## src/rtl/weight_disp_pkg.sv

```systemverilog
// Shared constants, state enum and weight type for the weight bank / bar display path.
package weight_disp_pkg;

  localparam int unsigned NUM_W       = 8;
  localparam int unsigned W_WIDTH     = 10;
  localparam int unsigned MAX_BAR     = 200;
  localparam int unsigned VBLANK_LINE = 480;
  localparam int unsigned BAR_AXIS_Y  = 241;
  localparam int unsigned IDX_WIDTH   = $clog2(NUM_W);
  localparam int unsigned POS_WIDTH   = 10;
  localparam int unsigned CNT_WIDTH   = 8;

  typedef logic signed [W_WIDTH-1:0] weight_t;

  typedef enum logic [1:0] {
    COLLECT = 2'd0,
    PENDING = 2'd1,
    COMMIT  = 2'd2
  } state_t;

  // Screen row of a bar's tip for a given weight (positive weights grow upward).
  function automatic logic [POS_WIDTH-1:0] bar_tip_y(input weight_t w);
    return POS_WIDTH'(int'(BAR_AXIS_Y) - int'(w));
  endfunction

endpackage

```

## src/rtl/weight_clamp.sv

```systemverilog
// Combinational signed saturator to [-MAX_BAR, +MAX_BAR]; pass-through unless
// WEIGHT_CLAMP_EN is defined.
module weight_clamp
  import weight_disp_pkg::*;
(
  input  weight_t raw,
  output weight_t sat_c
);

`ifdef WEIGHT_CLAMP_EN
  localparam weight_t LIMIT = weight_t'(MAX_BAR);

  always_comb begin
    sat_c = raw;
    if (raw > LIMIT) begin
      sat_c = LIMIT;
    end else if (raw < -LIMIT) begin
      sat_c = -LIMIT;
    end
  end
`else
  assign sat_c = raw;
`endif

endmodule

```

## src/rtl/weight_frame_scheduler.sv

```systemverilog
// Shadow/active weight bank; a complete set is committed only at vertical blank.
// Optional build macro: WEIGHT_CLAMP_EN (saturate written weights to +/-MAX_BAR).
module weight_frame_scheduler
  import weight_disp_pkg::*;
(
  input  logic                 clock,
  input  logic                 reset,
  input  logic                 wr_valid,
  output logic                 wr_ready,
  input  logic [IDX_WIDTH-1:0] wr_index,
  input  weight_t              wr_data,
  input  logic                 wr_last,
  input  logic [POS_WIDTH-1:0] counter_x,
  input  logic [POS_WIDTH-1:0] counter_y,
  output weight_t              step1,
  output weight_t              step2,
  output weight_t              step3,
  output weight_t              step4,
  output weight_t              step5,
  output weight_t              step6,
  output weight_t              step7,
  output weight_t              step8,
  output logic                 commit_pulse,
  output logic [CNT_WIDTH-1:0] commit_count
);

  state_t  state;
  state_t  next_state;
  weight_t shadow [NUM_W];
  weight_t active [NUM_W];
  weight_t wr_sat_c;
  logic    blank_evt_c;
  logic    accept_c;
  logic    commit_c;

  weight_clamp u_clamp (
    .raw   (wr_data),
    .sat_c (wr_sat_c)
  );

  assign blank_evt_c = (counter_x == '0) && (counter_y == POS_WIDTH'(VBLANK_LINE));
  assign accept_c    = wr_valid && wr_ready;

  always_ff @(posedge clock or posedge reset) begin
    if (reset) begin
      state <= COLLECT;
    end else begin
      state <= next_state;
    end
  end

  // Blank is ignored while collecting so an incomplete set never reaches the display.
  always_comb begin
    next_state = state;
    wr_ready   = 1'b0;
    commit_c   = 1'b0;
    case (state)
      COLLECT: begin
        wr_ready = 1'b1;
        if (wr_valid && wr_last) begin
          next_state = PENDING;
        end
      end
      PENDING: begin
        if (blank_evt_c) begin
          next_state = COMMIT;
        end
      end
      COMMIT: begin
        commit_c   = 1'b1;
        next_state = COLLECT;
      end
      default: next_state = COLLECT;
    endcase
  end

  always_ff @(posedge clock or posedge reset) begin
    if (reset) begin
      for (int i = 0; i < int'(NUM_W); i++) begin
        shadow[i] <= '0;
      end
    end else if (accept_c) begin
      shadow[wr_index] <= wr_sat_c;
    end
  end

  // Shadow is kept after commit so a later set may update only some indices.
  always_ff @(posedge clock or posedge reset) begin
    if (reset) begin
      for (int i = 0; i < int'(NUM_W); i++) begin
        active[i] <= '0;
      end
      commit_pulse <= 1'b0;
      commit_count <= '0;
    end else begin
      commit_pulse <= commit_c;
      if (commit_c) begin
        for (int i = 0; i < int'(NUM_W); i++) begin
          active[i] <= shadow[i];
        end
        commit_count <= commit_count + CNT_WIDTH'(1);
      end
    end
  end

  assign step1 = active[0];
  assign step2 = active[1];
  assign step3 = active[2];
  assign step4 = active[3];
  assign step5 = active[4];
  assign step6 = active[5];
  assign step7 = active[6];
  assign step8 = active[7];

endmodule

```

## config.mk

```make
export PLATFORM = sky130hd
export DESIGN_NAME = weight_frame_scheduler
export DESIGN_NICKNAME = d
export VERILOG_FILES = /design/src/rtl/weight_disp_pkg.sv /design/src/rtl/weight_clamp.sv /design/src/rtl/weight_frame_scheduler.sv
export SDC_FILE = /design/constraint.sdc
export NUM_CORES = 1
export LEC_CHECK = 0
export ABC_AREA = 0
export CAP_MARGIN = 20
export CELL_PAD_IN_SITES_DETAIL_PLACEMENT = 0
export CELL_PAD_IN_SITES_GLOBAL_PLACEMENT = 1
export CORE_MARGIN = 2
export CORE_UTILIZATION = 44
export DETAILED_ROUTE_END_ITERATION = 12
export PLACE_DENSITY_LB_ADDON = 0.1
export SKIP_LAST_GASP = 1
export SYNTH_ARGS = -nofsm -noshare
export SYNTH_HDL_FRONTEND = slang
export SYNTH_SLANG_ARGS = --single-unit
```

## constraint.sdc

```tcl
create_clock -name clock -period 11.35 [get_ports clock]
set_input_delay 1.135 -clock clock [delete_from_list [all_inputs] [get_ports clock]]
set_output_delay 1.135 -clock clock [all_outputs]
set_load 0.005 [all_outputs]
```

== After elaboration in Yosys (flattened, before gate mapping) ==
Index checks and enable logic that the tools add are counted.
Storage, ports and cells
  bits in registers: 171
  latch bits: 0
  bits in writable memories: 0
  memory bits (read-only): 0
  input bits: 37
  output and inout bits: 90
  word-level logic and storage cells: 43
  memories kept: 0
Cells by class
  $add $sub $neg: 1
  multipliers: 0
  divide/modulo/power cells: 0
  $lt $le $gt $ge: 2
  equal/unequal tests: 5
  shift-type cells: 0
  mux-type cells: 8
  bitwise gates (word level): 1
  reduce and logical (&&, ||, !) cells: 7
Operators with widths (count)
  $bwmux W80: 1
  $demux W10 S3: 1
  $eq A10 B9 Y1 const B: 1
  $logic_not A10 Y1: 1
  $mux W10: 1
  $add A8 B1 Y8 const B: 1
  $ge A4 B4 Y1 const B: 1
  $logic_and A1 B1 Y1: 4
  $lt A4 B1 Y1 const B: 1
  $mux W2: 2
  $ne A2 B2 Y1 const B: 2
  $not A3 Y4: 1
  $pmux W2 S2: 1
  $eq A2 B1 Y1 const B: 1
  $eq A2 B2 Y1 const B: 1
  $logic_not A2 Y1: 1
  $mux W1: 2
  $reduce_and A2 Y1: 1

== Depth between registers and ports, before layout ==
  word-level depth: 6
  mapped depth: 6
  gate-level depth less buffers: 4

== Hierarchy ==
Synthesis repeated with hierarchy kept, for this count alone.
Unflattened totals
  cells, all modules: 568
  area, all modules: 6628.9 um^2
Modules (own cells, without submodules)
  weight_frame_scheduler: times used 1, cells each 558, area an instance 6553.8 um^2, sequential area each 4279.1 um^2
  weight_clamp: times used 1, cells each 10, area an instance 75.1 um^2, sequential area each 0.0 um^2

== Least setup slack after synthesis ==
Ideal clock, no wire load.
  kind: input -> register
  from: in wr_index[0]
  to: reg shadow[10] in the netlist's numbering
  library setup time: 125 ps
  arrival: 2157 ps
  required time: 11225 ps
  setup slack: 9068 ps
  stages: 4
  path buffers: 1
  path through: nor4b_4 and3_1 buf_6 mux2_2
Between the ends
  longest elaborated chain between the ends: 6
  elaborated cells on any way between the ends: 7
  classes of those cells: 2 x order compare; 3 x mux; 1 x bitwise; 1 x reduce/logical
Ends and longest elaborated chain
  start: declaration: RTL line weight_frame_scheduler.sv:10  | input logic [IDX_WIDTH-1:0] wr_index,
  $not A3 Y4 (not written as such) (*): RTL line weight_frame_scheduler.sv:83  | shadow[wr_index] <= wr_sat_c;
  $ge A4 B4 Y1 (not written as such) or $lt A4 B1 Y1 (tied branches): RTL line weight_frame_scheduler.sv:83
  $logic_and A1 B1 Y1 (not written as such): RTL line weight_frame_scheduler.sv:83
  $mux W10 (not written as such): RTL line weight_frame_scheduler.sv:83
  $demux W10 S3 (*): RTL line weight_frame_scheduler.sv:83
  $bwmux W80 (*): RTL line weight_frame_scheduler.sv:83
  end signal: indexed assignment: RTL line weight_frame_scheduler.sv:83
  end: declaration: RTL line weight_frame_scheduler.sv:29  | weight_t shadow [NUM_W];
Mark *: on every way between the ends. The rest lies on a longest branch, timed or not.
A chain may end at the register's enable or synchronous reset.

==> metrics.md <==
| Metric | Value |
|---|---|
| Routed via count | roughly 4400 |
| # clock sinks | ~170 |
| Final setup violating endpoints | 0 |
| Die footprint | 0.0159 mm^2 |
| Post-CTS sizing | 0 |
| Mapped Area | about 0.0066 mm^2 |
| Total GRT Usage | between 15 and 20% |
| Netlist cell types | 28 |
| FF/Latch Area | 0.00428 mm^2 |
| Cell Rows | 44 |
| DR pass1 iterations | 4 |
| Crit start category | input pin |
| Final wirelength | 14800 um |
| CTS tree | yes |
| Placed Cells | approximately 850 |
| Reg2reg setup slack | 9310 ps |
| Clock Path Buffers | 2 |
| Number of fill cells in the layout | ~1300 |
| Post-Syn Instances | about 560 |
| Seq pwr share | between 40% and 50% |
| Crit. End Element | async pin |
| Final GP Congestion | roughly 0.73 |
| Clock Power Share | 46.8% |
| Fmax | around 0.36 GHz |
| Seq/Total Area, Yosys | roughly two thirds |
| Worst-skew pair later-pin latency | roughly 420 ps |
| Synth Register Bits | approximately 170 |
| Number of global-route vias before repair | 4547 |
| Gate power share | approximately 4.3% |
| # DRC | 0 |
| Via density | roughly 4.9 |
| Commonest non-fill, non-tap cell in the layout | nand2_1 |
| Die H | roughly 130 um |
| Synth Net Count | between 500 and 600 |
| Layout area overhead | 31.3% |
| Inserted Diodes | 0 |
| Worst R2R Start | state[1] |
| Critical Path RT | approximately 12000 ps |
| Nets@finish | slightly above 700 |
| Critical path class | input pin to async pin |
| DIE WIDTH | 126 um |
| Final Cycle Share | between 20% and 30% |
| Largest net degree at the start of global routing | 103 |
| Pleak | 4.35 nW |
| Reg clk slew, reported paths | ~60 ps |
| Port buffer count | 126 |
| Switching part of the total | 20.0% |
| Crit path from | reset |
| Fin. max-slew vios | 0 |
| ANT nets after route | 0 |
| Post-DP HPWL | slightly above 9000 um |
| Power per Cell Area | roughly 150 mW/mm^2 |
| Avg Inst Size Synth | approximately 12 um^2 |
| Final min period | around 2800 ps |
| Max transition margin | 39.3% |
| Syn. warnings | 0 |
| VDD IR max | between 0.09 and 0.1 mV |
| I/O pin cnt | about 130 |
| Core Box Area | ~0.015 mm^2 |
| First-pass GRT wire length | between 20000 and 25000 um |
| Final number of hold-violating endpoints | 0 |
| Max Cap Viol | 0 |
| Share of cells above drive strength 1 | roughly 18% |
| Setup_tns | 0 ps |
| Hold Buf Count CTS | 0 |
| Measured slew at the worst slew-check pin | between 900 and 1000 ps |
| Crit path capture | shadow[75] |
| Finished Layout Cells | roughly 900 |
| R2R depth | 5 |
| Critical path arrival | between 3000 and 4000 ps |
| Final clock skew | a little under 8 ps |
| CTS root buf | clkbuf_16 |
| Crit Path Max Fanout | approximately 100 |
| Most frequent cells in the layout | nand2_1 (247), dfrtp_1 (171), clkdlybuf4s50_1 (126), mux2_2 (70), clkbuf_16 (17) |
| Initial Util | ~45% |
| Total grt overflow | 0 |
| Unrepaired setup endpoints after global routing | false |
| Outcome | finished clean |
| R2r endpoint | commit_count[4] |
| Worst Hold Class | register to register |
| # H-tree levels | 4 |
| CTS buffer count | 17 |
| Internal power | between 1 and 1.5 mW |
| Post-CTS setup buffers | 0 |
| Per-cell routed wire length | 16.7 um |
| Iter 0 DRT Violations | around 340 |
| Area occupied by multi-input gates | about 0.0022 mm^2 |
| Initial antenna violation count | 0 |
| Switch Pwr | around 260 uW |
-- cell usage after synthesis --
| cell type | n | area (um^2) |
|---|---|---|
| a21oi_1 | 1 | 5.00 |
| nand3b_1 | 1 | 7.51 |
| xnor2_1 | 7 | 61.3 |
| inv_2 | 1 | 3.75 |
| nor4b_4 | 1 | 23.8 |
| nor4b_1 | 2 | 17.5 |
| buf_1 | 2 | 7.51 |
| ha_1 | 1 | 12.5 |
| nand2_2 | 6 | 37.5 |
| nand2_1 | 247 | 927 |
| mux2_4 | 10 | 150 |
| nand4b_1 | 1 | 8.76 |
| and4b_1 | 1 | 10.0 |
| buf_6 | 2 | 22.5 |
| dfrtp_1 | 171 | 4280 |
| buf_2 | 8 | 40.0 |
| nor4_1 | 3 | 18.8 |
| or2b_1 | 1 | 7.51 |
| o31a_1 | 1 | 8.76 |
| clkbuf_1 | 8 | 30.0 |
| nor2b_1 | 2 | 12.5 |
| mux2_2 | 70 | 788 |
| and3_4 | 1 | 11.3 |
| nor2_1 | 3 | 11.3 |
| inv_1 | 1 | 3.75 |
| and3_1 | 2 | 12.5 |
| and4bb_4 | 1 | 16.3 |
| nand4_1 | 3 | 18.8 |
-- metal layers --
layer,up-vias,wire (um),GRT usage [%],share of wire [%]
met4,0,114,5.24,0.77
met1,2185,7260,28.4,49
met3,13,658,5.10,4.4
li1,2058,-,-,-
met2,107,6760,29.6,46
met5,-,0,0,0
-- state kept, by name (all words and copies together), names as in the netlist --
signal and flops:
step1 10, step2 10, step5 10, step7 10, state 2, commit_pulse 1
step8 10, commit_count 8, step6 10, step4 10, shadow 80, step3 10
-- worst min-delay path by stage --
stage / start / cells after the start / slack, ps / to
after floorplan: shadow[70] / 2 / 430 / step1[0]
after global placement: shadow[79] / 2 / 440 / step1[9]
after detailed placement: shadow[59] / 2 / 450 / step3[9]
after CTS: shadow[59] / 2 / 460 / step3[9]
after global routing: shadow[21] / 2 / 490 / step6[1]
final: shadow[65] / 2 / 460 / step2[5]
-- power by group through the flow --
stage	combinational, mW	sequential [mW]	clock, mW
final	0.0563	0.644	0.615
after global routing	0.0620	0.646	0.655
after CTS	0.0579	0.644	0.628
after detailed placement	0.0577	0.655	0
after global placement	0.0555	0.654	0
after floorplan	0.0313	0.651	0
-- through the flow --
| stage | instance area [um^2] | setup slack [ps] | hold slack [ps] | total power, mW | util, % |
|---|---|---|---|---|---|
| after floorplan | 6550 | 5580 | 433 | 0.682 | - |
| after global placement | 7970 | 8100 | 443 | 0.709 | 54.9 |
| after detailed placement | 7970 | 8050 | 445 | 0.712 | 54.9 |
| after CTS | 8600 | 8510 | 460 | 1.33 | 59.2 |
| after global routing | 8600 | 8270 | 487 | 1.36 | 59.2 |
| final | 8600 | 8600 | 460 | 1.32 | 59.2 |
-- logic make-up after synthesis --
family                     count (synthesis)  share of synthesized area, %
DFF                                      171                          65.3
adders and majority gates                  1                         0.191
buffers and inverters                     22                          1.64
and+or+nand+nor                          275                          17.4
muxes                                     80                          14.3
xor gates and xnor gates                   7                         0.935
AOI/OAI and AO/OA                          2                         0.210
-- worst max-delay path, cell delays in order --
cell and delay, ps:
clkdlybuf4s50_1 470, inv_6 660, buf_4 830
-- cell type report --
cell class | instances | share of cell area (%)
multi-input combinational | 365 | 25.2
clock buffer | 25 | 5.76
timing repair buffer | 129 | 14.9
sequential | 171 | 49.7
clock inverter | 7 | 1.57
tap | 184 | 2.68
inverter | 2 | 0.145
No activity file was read; power rests on OpenSTA's default activity.
